--- src/rtl/osc_cmd_pkg.sv ---
// Command codes, unit indices, scheduler states and status display codes shared by the
// oscilloscope command scheduler and its port mux.
package osc_cmd_pkg;

  localparam logic [7:0] CMD_SAMPLER     = 8'h21;
  localparam logic [7:0] CMD_SAMPLE_READ = 8'h22;
  localparam logic [7:0] CMD_MEM_CLEAR   = 8'h23;
  localparam logic [7:0] CMD_REPLAYER    = 8'h71;
  localparam logic [7:0] CMD_REPLY_CNT   = 8'h72;

  localparam int UNIT_SAMPLER     = 0;
  localparam int UNIT_SAMPLE_READ = 1;
  localparam int UNIT_MEM_CLEAR   = 2;
  localparam int UNIT_REPLAYER    = 3;
  localparam int UNIT_REPLY_CNT   = 4;

  // Wide enough for up to 8 units.
  localparam int UNIT_IDX_W = 3;
  typedef logic [UNIT_IDX_W-1:0] unit_idx_t;

  typedef enum logic [1:0] {IDLE, RUN, DRAIN, NAK} op_state_t;

  typedef struct packed {
    logic      hit;
    unit_idx_t idx;
  } cmd_dec_t;

  localparam logic [7:0] ST_IDLE  = 8'h00;
  localparam logic [7:0] ST_DRAIN = 8'h01;
  localparam logic [7:0] ST_NAK   = 8'hEE;

  function automatic cmd_dec_t cmd_to_unit(input logic [7:0] cmd);
    cmd_dec_t d;
    d.hit = 1'b1;
    d.idx = '0;
    case (cmd)
      CMD_SAMPLER:     d.idx = unit_idx_t'(UNIT_SAMPLER);
      CMD_SAMPLE_READ: d.idx = unit_idx_t'(UNIT_SAMPLE_READ);
      CMD_MEM_CLEAR:   d.idx = unit_idx_t'(UNIT_MEM_CLEAR);
      CMD_REPLAYER:    d.idx = unit_idx_t'(UNIT_REPLAYER);
      CMD_REPLY_CNT:   d.idx = unit_idx_t'(UNIT_REPLY_CNT);
      default:         d.hit = 1'b0;
    endcase
    return d;
  endfunction

endpackage

--- src/rtl/op_scheduler_if.sv ---
// UART, function-unit and sample-memory signals between the scheduler (master) and the
// surrounding units/peripherals (slave).
interface op_scheduler_if #(
  parameter int N_UNITS = 5,
  parameter int DW      = 8,
  parameter int AW      = 8
);
  logic                    rx_ready;
  logic [7:0]              rx_data;
  logic                    tx_active;
  logic [7:0]              tx_data;
  logic                    tx_start;
  logic [N_UNITS-1:0]      unit_activate;
  logic [N_UNITS-1:0]      unit_done;
  logic [N_UNITS*8-1:0]    unit_tx_data;
  logic [N_UNITS-1:0]      unit_tx_start;
  logic [N_UNITS-1:0]      unit_mem_we;
  logic [N_UNITS-1:0]      unit_mem_oe;
  logic [N_UNITS*AW-1:0]   unit_mem_addr_in;
  logic [N_UNITS*AW-1:0]   unit_mem_addr_out;
  logic [N_UNITS*DW-1:0]   unit_mem_data;
  logic                    mem_we;
  logic                    mem_oe;
  logic [AW-1:0]           mem_addr_in;
  logic [AW-1:0]           mem_addr_out;
  logic [DW-1:0]           mem_data_in;

  modport master (
    input  rx_ready, rx_data, tx_active, unit_done, unit_tx_data, unit_tx_start,
           unit_mem_we, unit_mem_oe, unit_mem_addr_in, unit_mem_addr_out, unit_mem_data,
    output tx_data, tx_start, unit_activate, mem_we, mem_oe, mem_addr_in, mem_addr_out,
           mem_data_in
  );

  modport slave (
    output rx_ready, rx_data, tx_active, unit_done, unit_tx_data, unit_tx_start,
           unit_mem_we, unit_mem_oe, unit_mem_addr_in, unit_mem_addr_out, unit_mem_data,
    input  tx_data, tx_start, unit_activate, mem_we, mem_oe, mem_addr_in, mem_addr_out,
           mem_data_in
  );
endinterface

--- src/rtl/unit_port_mux.sv ---
// Combinational selection of one unit's UART TX and sample-memory signals; all outputs are
// zero while en is low, so strobes never leak outside the owning unit's run window.
module unit_port_mux #(
  parameter int N_UNITS = 5,
  parameter int DW      = 8,
  parameter int AW      = 8,
  parameter int SEL_W   = 3
) (
  input  logic                  en,
  input  logic [SEL_W-1:0]      sel,
  input  logic [N_UNITS*8-1:0]  unit_tx_data,
  input  logic [N_UNITS-1:0]    unit_tx_start,
  input  logic [N_UNITS-1:0]    unit_mem_we,
  input  logic [N_UNITS-1:0]    unit_mem_oe,
  input  logic [N_UNITS*AW-1:0] unit_mem_addr_in,
  input  logic [N_UNITS*AW-1:0] unit_mem_addr_out,
  input  logic [N_UNITS*DW-1:0] unit_mem_data,
  output logic [7:0]            tx_data,
  output logic                  tx_start,
  output logic                  mem_we,
  output logic                  mem_oe,
  output logic [AW-1:0]         mem_addr_in,
  output logic [AW-1:0]         mem_addr_out,
  output logic [DW-1:0]         mem_data_in
);

  always_comb begin
    tx_data      = '0;
    tx_start     = 1'b0;
    mem_we       = 1'b0;
    mem_oe       = 1'b0;
    mem_addr_in  = '0;
    mem_addr_out = '0;
    mem_data_in  = '0;
    for (int i = 0; i < N_UNITS; i++) begin
      if (en && (sel == SEL_W'(i))) begin
        tx_data      = unit_tx_data[i*8 +: 8];
        tx_start     = unit_tx_start[i];
        mem_we       = unit_mem_we[i];
        mem_oe       = unit_mem_oe[i];
        mem_addr_in  = unit_mem_addr_in[i*AW +: AW];
        mem_addr_out = unit_mem_addr_out[i*AW +: AW];
        mem_data_in  = unit_mem_data[i*DW +: DW];
      end
    end
  end

endmodule

--- src/rtl/op_scheduler.sv ---
// Command scheduler: decodes a UART command, hands the UART TX and sample memory to one
// function unit until it reports done. OP_TIMEOUT_EN adds a RUN watchdog and sticky err.
module op_scheduler
  import osc_cmd_pkg::*;
#(
  parameter int         N_UNITS        = 5,
  parameter int         DW             = 8,
  parameter int         AW             = 8,
  parameter logic [7:0] NAK_BYTE       = 8'h15,
  parameter int         TIMEOUT_CYCLES = 50_000_000
) (
  input  logic             clk_50mhz,
  input  logic             reset,
  op_scheduler_if.master   bus,
  output logic [7:0]       cur_state,
  output logic             busy,
  output logic             err
);

  op_state_t          state_q, state_d;
  unit_idx_t          sel_q, sel_d;
  logic [N_UNITS-1:0] act_q, act_d;
  logic [7:0]         cur_state_q, cur_state_d;
  logic               err_q, err_d;
  cmd_dec_t           dec;
  logic [7:0]         mux_tx_data;
  logic               mux_tx_start;

`ifdef OP_TIMEOUT_EN
  logic [31:0] tmo_cnt_q, tmo_cnt_d;
`else
  logic unused_timeout_cfg;
  assign unused_timeout_cfg = |TIMEOUT_CYCLES;
`endif

  always_comb begin
    dec         = cmd_to_unit(bus.rx_data);
    state_d     = state_q;
    sel_d       = sel_q;
    act_d       = act_q;
    cur_state_d = cur_state_q;
    err_d       = err_q;
`ifdef OP_TIMEOUT_EN
    tmo_cnt_d   = tmo_cnt_q;
`endif
    case (state_q)
      IDLE: begin
        if (bus.rx_ready) begin
          if (dec.hit) begin
            sel_d       = dec.idx;
            act_d       = N_UNITS'(1) << dec.idx;
            cur_state_d = bus.rx_data;
            err_d       = 1'b0;
            state_d     = RUN;
`ifdef OP_TIMEOUT_EN
            tmo_cnt_d   = '0;
`endif
          end else begin
            cur_state_d = ST_NAK;
            state_d     = NAK;
          end
        end
      end
      RUN: begin
        // Completion wins over a watchdog expiry landing in the same cycle.
        if (bus.unit_done[sel_q]) begin
          act_d       = '0;
          cur_state_d = ST_DRAIN;
          state_d     = DRAIN;
        end
`ifdef OP_TIMEOUT_EN
        else if (tmo_cnt_q == 32'(TIMEOUT_CYCLES - 1)) begin
          act_d       = '0;
          err_d       = 1'b1;
          cur_state_d = ST_NAK;
          state_d     = NAK;
        end else begin
          tmo_cnt_d   = tmo_cnt_q + 32'd1;
        end
`endif
      end
      DRAIN: begin
        if (!bus.rx_ready && !bus.tx_active) begin
          cur_state_d = ST_IDLE;
          state_d     = IDLE;
        end
      end
      NAK: begin
        if (!bus.tx_active) begin
          cur_state_d = ST_DRAIN;
          state_d     = DRAIN;
        end
      end
      default: state_d = IDLE;
    endcase
  end

  always_ff @(posedge clk_50mhz or negedge reset) begin
    if (!reset) begin
      state_q     <= IDLE;
      sel_q       <= '0;
      act_q       <= '0;
      cur_state_q <= ST_IDLE;
      err_q       <= 1'b0;
`ifdef OP_TIMEOUT_EN
      tmo_cnt_q   <= '0;
`endif
    end else begin
      state_q     <= state_d;
      sel_q       <= sel_d;
      act_q       <= act_d;
      cur_state_q <= cur_state_d;
      err_q       <= err_d;
`ifdef OP_TIMEOUT_EN
      tmo_cnt_q   <= tmo_cnt_d;
`endif
    end
  end

  unit_port_mux #(
    .N_UNITS (N_UNITS),
    .DW      (DW),
    .AW      (AW),
    .SEL_W   (UNIT_IDX_W)
  ) u_mux (
    .en                (state_q == RUN),
    .sel               (sel_q),
    .unit_tx_data      (bus.unit_tx_data),
    .unit_tx_start     (bus.unit_tx_start),
    .unit_mem_we       (bus.unit_mem_we),
    .unit_mem_oe       (bus.unit_mem_oe),
    .unit_mem_addr_in  (bus.unit_mem_addr_in),
    .unit_mem_addr_out (bus.unit_mem_addr_out),
    .unit_mem_data     (bus.unit_mem_data),
    .tx_data           (mux_tx_data),
    .tx_start          (mux_tx_start),
    .mem_we            (bus.mem_we),
    .mem_oe            (bus.mem_oe),
    .mem_addr_in       (bus.mem_addr_in),
    .mem_addr_out      (bus.mem_addr_out),
    .mem_data_in       (bus.mem_data_in)
  );

  // The NAK strobe fires in the first cycle the UART is free, which also leaves NAK.
  assign bus.tx_data       = (state_q == NAK) ? NAK_BYTE : mux_tx_data;
  assign bus.tx_start      = ((state_q == NAK) && !bus.tx_active) || mux_tx_start;
  assign bus.unit_activate = act_q;
  assign cur_state         = cur_state_q;
  assign busy              = (state_q != IDLE);
  assign err               = err_q;

endmodule
--- src/flat_wrapper.sv ---
// flat-port wrapper written by rule: the top's interface ports become plain ports
module op_scheduler_flat import osc_cmd_pkg::*;
#(
  parameter int         N_UNITS        = 5,
  parameter int         DW             = 8,
  parameter int         AW             = 8,
  parameter logic [7:0] NAK_BYTE       = 8'h15,
  parameter int         TIMEOUT_CYCLES = 50_000_000
)
  (clk_50mhz, reset, cur_state, busy, err, bus_rx_ready, bus_rx_data, bus_tx_active, bus_unit_done, bus_unit_tx_data, bus_unit_tx_start, bus_unit_mem_we, bus_unit_mem_oe, bus_unit_mem_addr_in, bus_unit_mem_addr_out, bus_unit_mem_data, bus_tx_data, bus_tx_start, bus_unit_activate, bus_mem_we, bus_mem_oe, bus_mem_addr_in, bus_mem_addr_out, bus_mem_data_in);
  op_scheduler_if #(.N_UNITS(N_UNITS), .DW(DW), .AW(AW)) bus_i ();
  input  logic clk_50mhz;
  input  logic reset;
  output logic [7:0] cur_state;
  output logic busy;
  output logic err;
  input wire logic [$bits(bus_i.rx_ready)-1:0] bus_rx_ready;
  input wire logic [$bits(bus_i.rx_data)-1:0] bus_rx_data;
  input wire logic [$bits(bus_i.tx_active)-1:0] bus_tx_active;
  input wire logic [$bits(bus_i.unit_done)-1:0] bus_unit_done;
  input wire logic [$bits(bus_i.unit_tx_data)-1:0] bus_unit_tx_data;
  input wire logic [$bits(bus_i.unit_tx_start)-1:0] bus_unit_tx_start;
  input wire logic [$bits(bus_i.unit_mem_we)-1:0] bus_unit_mem_we;
  input wire logic [$bits(bus_i.unit_mem_oe)-1:0] bus_unit_mem_oe;
  input wire logic [$bits(bus_i.unit_mem_addr_in)-1:0] bus_unit_mem_addr_in;
  input wire logic [$bits(bus_i.unit_mem_addr_out)-1:0] bus_unit_mem_addr_out;
  input wire logic [$bits(bus_i.unit_mem_data)-1:0] bus_unit_mem_data;
  output wire logic [$bits(bus_i.tx_data)-1:0] bus_tx_data;
  output wire logic [$bits(bus_i.tx_start)-1:0] bus_tx_start;
  output wire logic [$bits(bus_i.unit_activate)-1:0] bus_unit_activate;
  output wire logic [$bits(bus_i.mem_we)-1:0] bus_mem_we;
  output wire logic [$bits(bus_i.mem_oe)-1:0] bus_mem_oe;
  output wire logic [$bits(bus_i.mem_addr_in)-1:0] bus_mem_addr_in;
  output wire logic [$bits(bus_i.mem_addr_out)-1:0] bus_mem_addr_out;
  output wire logic [$bits(bus_i.mem_data_in)-1:0] bus_mem_data_in;
  assign bus_i.rx_ready = bus_rx_ready;
  assign bus_i.rx_data = bus_rx_data;
  assign bus_i.tx_active = bus_tx_active;
  assign bus_i.unit_done = bus_unit_done;
  assign bus_i.unit_tx_data = bus_unit_tx_data;
  assign bus_i.unit_tx_start = bus_unit_tx_start;
  assign bus_i.unit_mem_we = bus_unit_mem_we;
  assign bus_i.unit_mem_oe = bus_unit_mem_oe;
  assign bus_i.unit_mem_addr_in = bus_unit_mem_addr_in;
  assign bus_i.unit_mem_addr_out = bus_unit_mem_addr_out;
  assign bus_i.unit_mem_data = bus_unit_mem_data;
  assign bus_tx_data = bus_i.tx_data;
  assign bus_tx_start = bus_i.tx_start;
  assign bus_unit_activate = bus_i.unit_activate;
  assign bus_mem_we = bus_i.mem_we;
  assign bus_mem_oe = bus_i.mem_oe;
  assign bus_mem_addr_in = bus_i.mem_addr_in;
  assign bus_mem_addr_out = bus_i.mem_addr_out;
  assign bus_mem_data_in = bus_i.mem_data_in;
  op_scheduler #(.N_UNITS(N_UNITS), .DW(DW), .AW(AW), .NAK_BYTE(NAK_BYTE), .TIMEOUT_CYCLES(TIMEOUT_CYCLES)) u_core (.clk_50mhz(clk_50mhz), .reset(reset), .bus(bus_i), .cur_state(cur_state), .busy(busy), .err(err));
endmodule
--- config.mk ---
export PLATFORM = sky130hd
export DESIGN_NAME = op_scheduler_flat
export DESIGN_NICKNAME = d
export VERILOG_FILES = /design/src/rtl/osc_cmd_pkg.sv /design/src/rtl/op_scheduler_if.sv /design/src/rtl/unit_port_mux.sv /design/src/rtl/op_scheduler.sv /design/src/flat_wrapper.sv
export SDC_FILE = /design/constraint.sdc
export NUM_CORES = 1
export LEC_CHECK = 0
export CAP_MARGIN = 10
export CORE_MARGIN = 2
export CORE_UTILIZATION = 25
export CTS_BUF_LIST = sky130_fd_sc_hd__clkbuf_4
export DETAILED_ROUTE_END_ITERATION = 10
export PLACE_DENSITY_LB_ADDON = 0.08
export SLEW_MARGIN = 20
export SYNTH_ARGS = -nofsm -noshare
export SYNTH_HDL_FRONTEND = slang
export SYNTH_SLANG_ARGS = --single-unit
--- constraint.sdc ---
create_clock -name clk_50mhz -period 1.8 [get_ports clk_50mhz]
set_input_delay 0.27 -clock clk_50mhz [delete_from_list [all_inputs] [get_ports clk_50mhz]]
set_output_delay 0.27 -clock clk_50mhz [all_outputs]
set_load 0.005 [all_outputs]
After elaboration in Yosys (flattened, before gate mapping)
Cells that the tools add are included.
{"block": "totals", "register_bits": 18, "out_inout_bits": 50, "wordCells": 97}
{"block": "classes", "n_lt_le_gt_ge": 1, "n_eq_ne": 17, "shifts": 1, "muxes": 56, "reduce_logical": 18}
{"cell": "$mux 8", "count": 26}
{"cell": "$pmux 8 s4", "count": 1}
{"cell": "$eq 8x6->1 const B", "count": 3}
{"cell": "$mux 1", "count": 17}
{"cell": "$eq 8x7->1 const B", "count": 2}
{"cell": "$mux 5", "count": 3}
{"cell": "$pmux 3 s4", "count": 1}
{"cell": "$mux 2", "count": 5}
{"cell": "$pmux 5 s2", "count": 1}
{"cell": "$pmux 2 s4", "count": 1}
{"cell": "$reduce_and 4->1", "count": 2}
{"cell": "$logic_and 1x1->1", "count": 7}
{"cell": "$eq 3x2->1 const B", "count": 2}
{"cell": "$ne 2x1->1 const B", "count": 3}
{"cell": "$reduce_or 5->1", "count": 1}
{"cell": "$shl 1x3->5 const A", "count": 1}
{"cell": "$eq 2x2->1 const B", "count": 2}
{"cell": "$lt 3x4->1 const B", "count": 1}
{"cell": "$ne 2x2->1 const B", "count": 2}
{"cell": "$reduce_bool 2->1", "count": 2}
{"cell": "$bmux 1 s3", "count": 1}
{"cell": "$eq 3x1->1 const B", "count": 1}
{"cell": "$eq 3x3->1 const B", "count": 1}
{"cell": "$logic_not 3->1", "count": 1}
{"cell": "other kinds (5)", "count": 6}

Longest topological paths before layout
Gate-level depths: netlist of the first run.
{"block": "logic_depth", "depth_word": 8, "depth_mapped": 8}

Cells and area by module
A second synthesis of the first run with hierarchy kept.
{"block": "hier_totals", "cells_unflattened": 267, "hier_area_um2": 2338.5}
{"module": "unit_port_mux", "n_inst": 1, "cells_per_inst": 162, "area_per_inst_um2": 1311.3, "seq_area_each_um2": 0.0}
{"module": "op_scheduler", "n_inst": 1, "cells_per_inst": 105, "area_per_inst_um2": 1027.2, "seq_area_each_um2": 450.4}

Least setup slack after synthesis of the first run
No wires, ideal clock.
{"block": "synth_timing", "path_type": "register -> output", "from": "register u_core.sel_q[0]", "to": "output port bus_mem_addr_in[7]", "t_arrival_ns": 1.594, "required_ns": 1.530, "path_slack_ns": -0.064, "stages_incl_launch_ff": 5, "cell_sequence": "dfrtp_1 buf_4 buf_2 mux4_2 a22o_1"}
{"block": "synth_via", "elab_chain_cells": 7, "elab_cells_between_ends": 15, "cone_classes": "eq/ne: 4; mux: 5; reduce/logical: 6"}
{"element": "start: declaration", "line_no": "op_scheduler.sv:21", "rtl": "unit_idx_t sel_q, sel_d;"}
{"element": "start signal: assignment", "line_no": "op_scheduler.sv:110", "rtl": "sel_q <= sel_d;"}
{"element": "$logic_not 3->1", "line_no": "unit_port_mux.sv:36", "rtl": "if (en && (sel == SEL_W'(i))) begin"}
{"element": "$logic_and 1x1->1", "line_no": "unit_port_mux.sv:36"}
{"element": "$mux 8 (4 in series)", "line_no": "unit_port_mux.sv:36"}
{"element": "$mux 8 (*)", "line_no": "unit_port_mux.sv:36"}
{"element": "end: declaration", "line_no": "flat_wrapper.sv:33", "rtl": "output wire logic [$bits(bus_i.mem_addr_in)-1:0] bus_mem_addr_in;"}
Mark *: on every way between the ends. The rest lies on a longest branch, timed or not.

Worst setup path after layout of the first run
Ends and elaborated chain as after synthesis.

==> impl_results.md, run 1 <==
* Status: finished, violations left
* Failing checks: setup timing
* Met2 usage at 45.14%
* Drt wl/cell at approximately 19 microns
* Clock share of power at around 7.5%
* Row Count at 33
* Synth area leader: mux4_2
* Antenna Nets Post-Route at 0
* Reg2reg start: u_core.sel_q[0]$_DFFE_PN0P_
* Max-Cap Viols at 0
* Pin count of the biggest net entering global routing at 24
* Die height at between 90 and 100 microns
* Synth warn at 0
* Number of distinct library cells after synthesis at 38
* Share of post-route cells with drive strength above 1 at 36.38%
* RSZ-0062 raised after global routing: yes
* Grt met3 use at 2.746%
* DP Worst Slack at -0.5538 ns
* RePlAce Congestion at ~0.9
* Top cells by area, synth: mux4_2 37%, dfrtp_1 21%, a22o_1 13%
* Synth top area share at roughly 37%
* Top_reg_cell synth: dfrtp_1
* Area grow syn2layout at 147.7%
* CP Capture Type: output port
* H-tree Lvls at 1
* # IOs at approximately 240
* Net switching power at 0.9788 mW
* Most common cell in the synthesized netlist: mux4_2
* Cells after synthesis at around 190
* Final setup viols at 50
* Detailed Route Iter0 Violations at between 50 and 60
* N_diodes at 0
* Die footprint at between 0.009 and 0.01 sq mm
* Worst Slack Setup Final at -0.4027 ns
* Critical path type: reg2out
* Cell Pwr Density at 531.2 mW/mm^2
* Post-synth EDFFs at 0
* Syn Nets at between 300 and 400
* Startpoint Class: flip-flop
* Max Slew Vio Count at 0
* R2r setup slk at -0.31 ns
* Worst Path Arrival at approximately 1.9 ns
* Combinational share of power at between 70% and 80%
* Flop pwr share at 20.7%
* Post-synthesis sequential area ratio at roughly a fifth
* Final period utilization at 122.4%
* Met1 Track Usage GR at ~27%
* Final hold vios at 0
* Num CTS Buffers at 3
* R2R cell count at 9
* DRC viols at 0
* Internal power at around 1.9 mW
* Starting Density at 26.01%
* Synth Cell Area at approximately 0.0022 sq mm
* P_leak at ~2.2 nW
* CTS tree: yes
* WP data required at about 1.5 ns
* Worst min path class: in2async
* CP Max Fanout at 5
* Clock skew at roughly 0.0034 ns
* Sink Count at 18
* Net count, final at 685
* Busiest metal layer after global routing: met2
* Mapped Avg Cell Area at about 11 sq um
* CTS root buf: clkbuf_4
* Core ar. at 0.008299 sq mm
* First-pass GRT wire length at about 18000 microns
* Synth Register Bits at 18
* Worst hold slack at 0.2897 ns
* F_max at roughly 450 MHz
* Clock transition at the registers of the reported paths at ~0.11 ns
* Peak VDD IR at between 0.6 and 0.7 mV
* Clock buffer depth at 2
* Initial antenna violation count at 0
* Async SR Flop Fraction at 100.0%
* Vias in the first global route at approximately 3100
* Grt ovf at 0
* Detailed-router iteration count before antenna repair at 4
* Hpwl dp at approximately 9600 microns
* DR vias at 2963
* Worst reg2reg path endpoint: u_core.cur_state[4]$_DFFE_PN0P_
* Total Wirelength at around 11000 microns
* Post-synth top cells: 35 x mux4_2, 33 x a22o_1, 18 x dfrtp_1
* Fin crit period at ~2.2 ns
* Chip Width at ~97 microns
* Vias per cell at roughly 5
* Sw frac at 34.46%
* Tot GR Track Use at a little under a quarter
* Clock latency on the worst-skew pair at ~0.3 ns
* PortBufs at 240
[layer usage]
layer,wire length [microns],vias to the layer above
li1,-,1395
met1,4369,1427
met2,6331,123
met3,563,18
met4,225,0
met5,0,-
[cells in the final DEF (no fill, tap or decap), types with 2 or more instances in the layout]
master / count
clkdlybuf4s50_1: 204
buf_4: 51
mux4_2: 35
a22o_1: 33
buf_2: 33
buf_6: 17
dfrtp_1: 17
buf_12: 10
nand2_1: 9
nor2_1: 8
inv_1: 8
o2bb2ai_2: 4
nor2_2: 3
a221o_1: 3
mux2i_1: 3
o21ai_2: 3
nor3_1: 3
o21ai_0: 3
clkbuf_4: 3
clkbuf_2: 3
or2_2: 2
o21ai_1: 2
and2_1: 2
a21oi_1: 2
nor3_2: 2
o211ai_1: 2
nand3_1: 2
[final cells by class]
| cell class | count | area [sq um] |
|---|---|---|
| flip-flops and latches | 18 | 451.7 |
| inverters | 8 | 30.03 |
| repair buffers | 320 | 3037 |
| clock buffers | 3 | 22.52 |
| clock inverters | 1 | 3.754 |
| well taps | 105 | 131.4 |
| fillers | 696 | 2953 |
| multi-input cells | 142 | 1670 |
[stage by stage]
stage | area [sq um] | total power [mW] | setup TNS [ns] | cells | utilization (%)
2_1_floorplan | 2158 | 1.361 | -1.697 | 188 | -
3_3_place_gp | 5126 | 2.575 | -19.80 | 567 | 61.77
4_1_cts | 5274 | 2.797 | -15.84 | 593 | 63.55
3_5_place_dp | 5126 | 2.602 | -19.95 | 567 | 61.77
5_1_grt | 5346 | 3.009 | -18.37 | 597 | 64.42
6_report | 5346 | 2.840 | -14.89 | 597 | 64.42
[worst max path at each step]
stage	slack [ns]	cells after the start	startpoint	end
5_1_grt	-0.46	6	u_core.sel_q[0]$_DFFE_PN0P_	bus_mem_addr_in[7]
3_3_place_gp	-0.55	8	bus_rx_ready	bus_tx_start
3_5_place_dp	-0.55	8	bus_rx_ready	bus_tx_data[0]
6_report	-0.40	6	u_core.sel_q[0]$_DFFE_PN0P_	bus_mem_addr_in[7]
4_1_cts	-0.42	6	u_core.sel_q[0]$_DFFE_PN0P_	bus_mem_addr_in[7]
2_1_floorplan	-0.06	4	u_core.sel_q[0]$_DFFE_PN0P_	bus_mem_addr_in[7]
[what timing repair did]
item	in CTS	in global routing
gates cloned	0	1
endpoints found under the setup margin	50	50
buffers inserted	23	4
gates resized for setup	168	15
pin swaps	29	24
hold buffers	0	0
[power groups by stage]
| stage | registers [mW] | logic (mW) | clock network [mW] |
|---|---|---|---|
| after floorplan | 0.574 | 0.787 | 0 |
| after global placement | 0.593 | 1.98 | 0 |
| after detailed placement | 0.594 | 2.01 | 0 |
| after CTS | 0.589 | 1.99 | 0.219 |
| after global routing | 0.602 | 2.17 | 0.234 |
| final | 0.589 | 2.04 | 0.212 |
[cell families after synthesis]
| family | synth area share (%) |
|---|---|
| other | 0.1737 |
| flip-flops | 20.87 |
| multiplexers | 38.90 |
| XOR/XNOR | 0.4059 |
| buffers and inverters | 6.029 |
| AND/OR/NAND/NOR | 9.044 |
| AO/OA/AOI/OAI | 24.58 |
[critical path, stage by stage (launching register included)]
cell	delay [ns]
dfrtp_2	0.42
buf_6	0.15
buf_12	0.12
buf_6	0.10
mux4_2	0.53
a22o_1	0.20
buf_2	0.12
[registers in the layout, indices dropped and copies added, names as in the netlist]
signal / count
u_core.bus.unit_activate: 5
u_core.cur_state: 8
u_core.sel_q: 3
u_core.state_q: 2
No activity file was read; power rests on OpenSTA's default activity.
==> run 2, diff against run 1 <==
--- a/config.mk
+++ b/config.mk
@@ -8,9 +8,9 @@
 export CAP_MARGIN = 10
 export CORE_MARGIN = 2
 export CORE_UTILIZATION = 25
-export CTS_BUF_LIST = sky130_fd_sc_hd__clkbuf_4
+export CTS_BUF_LIST = sky130_fd_sc_hd__clkbuf_16
 export DETAILED_ROUTE_END_ITERATION = 10
-export PLACE_DENSITY_LB_ADDON = 0.08
+export PLACE_DENSITY = 0.77
 export SLEW_MARGIN = 20
 export SYNTH_ARGS = -nofsm -noshare
 export SYNTH_HDL_FRONTEND = slang
==> impl_results.md, run 2 (synthesized netlist as in run 1, its figures left out) <==
* Status: finished, violations left
* Failing checks: setup timing
* Final non-filler cell area at 0.005454 sq mm (+2.0%)
* Clock skew at 0.004652 ns (+0.001224 ns)
* Total Wirelength at 12490 microns (+8.7%)
* R2R cell count at 9 (unchanged)
* Max FFs per register at 8 (unchanged)
* Antenna Nets Post-Route at 0 (unchanged)
* Largest stage delay on the critical path at 0.40 ns (-0.13 ns)
* Commonest non-fill, non-tap cell in the layout: clkdlybuf4s50_1
* Detailed-router iteration count before antenna repair at 4 (unchanged)
* CP Capture Type: output port
* Pin count of the biggest net entering global routing at 35 (+46%)
* Crit path cell chain: buf_6 > buf_12 > buf_12 > buf_6 > mux4_2 > a22o_1 > buf_2
* Share of post-route cells with drive strength above 1 at 35.93% (-0.45 points)
* Fin crit period at 2.139 ns (-0.06326 ns)
* Starting Density at 26.01% (unchanged)
* Top delay family on crit path: buffers and inverters
* # IOs at 242 (unchanged)
* Critical path type: reg2out
* Clock latency on the worst-skew pair at 0.25 ns (-0.05 ns)
* Chip Width at 96.92 microns (unchanged)
* CP max stage cell: dfrtp_2
* Most used cells in the layout excluding fill and tap cells: 204 x clkdlybuf4s50_1, 43 x buf_4, 35 x mux4_2
* CTS root buf: clkbuf_16
* Drt wl/cell at 21.09 microns (+9.6%)
* RSZ-0062 raised after global routing: yes
* PortBufs at 240 (unchanged)
* First-pass GRT wire length at 19030 microns (+7.7%)
* Cell Count, Final, Fillers Out at 592 (-0.84%)
* Cell Pwr Density at 558.7 mW/mm^2 (+5.2%)
* Hpwl dp at 9133 microns (-4.5%)
* Worst Slack Setup Final at -0.3394 ns (+0.06326 ns)
* Worst Path Arrival at 1.87 ns (-0.06 ns)
* Final period utilization at 118.9% (-3.5 points)
* Net count, final at 680 (-0.73%)
* Row Count at 33 (unchanged)
* Vias per cell at 5.203 (+4.8%)
* P_leak at 2.265 nW (+2.0%)
* H-tree Lvls at 1 (unchanged)
* N_diodes at 0 (unchanged)
* Area after DPL at 0.004946 sq mm (-3.5%)
* Final hold vios at 0 (unchanged)
* Buffer and inverter count on the worst path at 5 (+1)
* Hold_buf cts at 0 (unchanged)
* Area grow syn2layout at 152.7%
* Setup tns final at -13.65 ns (+1.237 ns)
* DP Worst Slack at -0.5268 ns (+0.02701 ns)
* Peak VDD IR at 0.9023 mV (+48%)
* Sink Count at 18 (unchanged)
* Startpoint Class: flip-flop
* Placed Cells at 548 (-3.4%)
* Core ar. at 0.008299 sq mm (unchanged)
* Reg2reg start: u_core.sel_q[0]$_DFFE_PN0P_
* Worst reg2reg path endpoint: u_core.cur_state[6]$_DFFE_PN0P_
* Max Slew Vio Count at 0 (unchanged)
* Grt ovf at 0 (unchanged)
* Vias in the first global route at 3377 (+7.3%)
* Die footprint at 0.009393 sq mm (unchanged)
* Tot GR Track Use at 25.59% (+2.2 points)
* Initial antenna violation count at 0 (unchanged)
* Num CTS Buffers at 3 (unchanged)
* R2r setup slk at -0.32 ns (about the same)
* Clock buffer depth at 2 (unchanged)
* Detailed Route Iter0 Violations at 100 (+72%)
* Die height at 96.92 microns (unchanged)
* CP Max Fanout at 5 (unchanged)
* Clock transition at the registers of the reported paths at 0.05 ns (-0.06 ns)
* DR vias at 3080 (+3.9%)
* DRC viols at 0 (unchanged)
* WP data required at 1.53 ns (about the same)
* Worst hold slack at 0.3471 ns (+0.05738 ns)
* Final setup viols at 50 (unchanged)
* Worst min path class: in2async
* Max-Cap Viols at 0 (unchanged)
* RePlAce Congestion at 0.9175 (-0.55%)
* F_max at 467.4 MHz (+3.0%)
* CTS tree: yes
==> run 2: cell type report <==
type                            count  area (sq um)
Multi-Input combinational cell    142          1662
Sequential cell                    18         451.7
Tap cell                          105         131.4
Inverter                            8         30.03
Clock buffer                        3         75.07
Clock inverter                      1         3.754
Fill cell                         630          2845
Timing Repair Buffer              315          3100
==> run 2: layer usage <==
metal  track usage [%]  routed length [microns]  share of wire [%]
met1             29.15                     4776                 38
met2             47.44                     6554                 52
met3             5.202                      712                5.7
met4             8.451                      442                3.5
met5                 0                        0                  0
==> run 2: worst max path at each step <==
stage                           startpoint            endpoint  slack (ns)  cells after the start
4_1_cts        u_core.sel_q[0]$_DFFE_PN0P_      bus_tx_data[5]       -0.39                      7
3_5_place_dp                  bus_rx_ready          bus_mem_oe       -0.53                      8
6_report       u_core.sel_q[0]$_DFFE_PN0P_      bus_tx_data[7]       -0.34                      7
2_1_floorplan  u_core.sel_q[0]$_DFFE_PN0P_  bus_mem_addr_in[7]       -0.06                      4
3_3_place_gp                  bus_rx_ready          bus_mem_oe       -0.54                      8
5_1_grt        u_core.sel_q[0]$_DFFE_PN0P_      bus_tx_data[5]       -0.39                      7
==> run 2: report_power, final <==
| part | switching (mW) | internal [mW] |
|---|---|---|
| clock network | 0.155 | 0.295 |
| registers | 0.0913 | 0.513 |
| logic | 0.771 | 1.22 |
==> run 2: per-stage QoR <==
stage,utilization [%],total power [mW]
after floorplan,-,1.361
after global placement,59.60,2.470
after detailed placement,59.60,2.506
after CTS,64.92,2.963
after global routing,65.72,3.221
final,65.72,3.047
==> run 2: timing repair <==
item | CTS | global route
endpoints found under the setup margin | 51 | 51
pin swaps | 39 | 19
gates cloned | 6 | 0
resized for setup | 179 | 15
setup buffers | 28 | 9
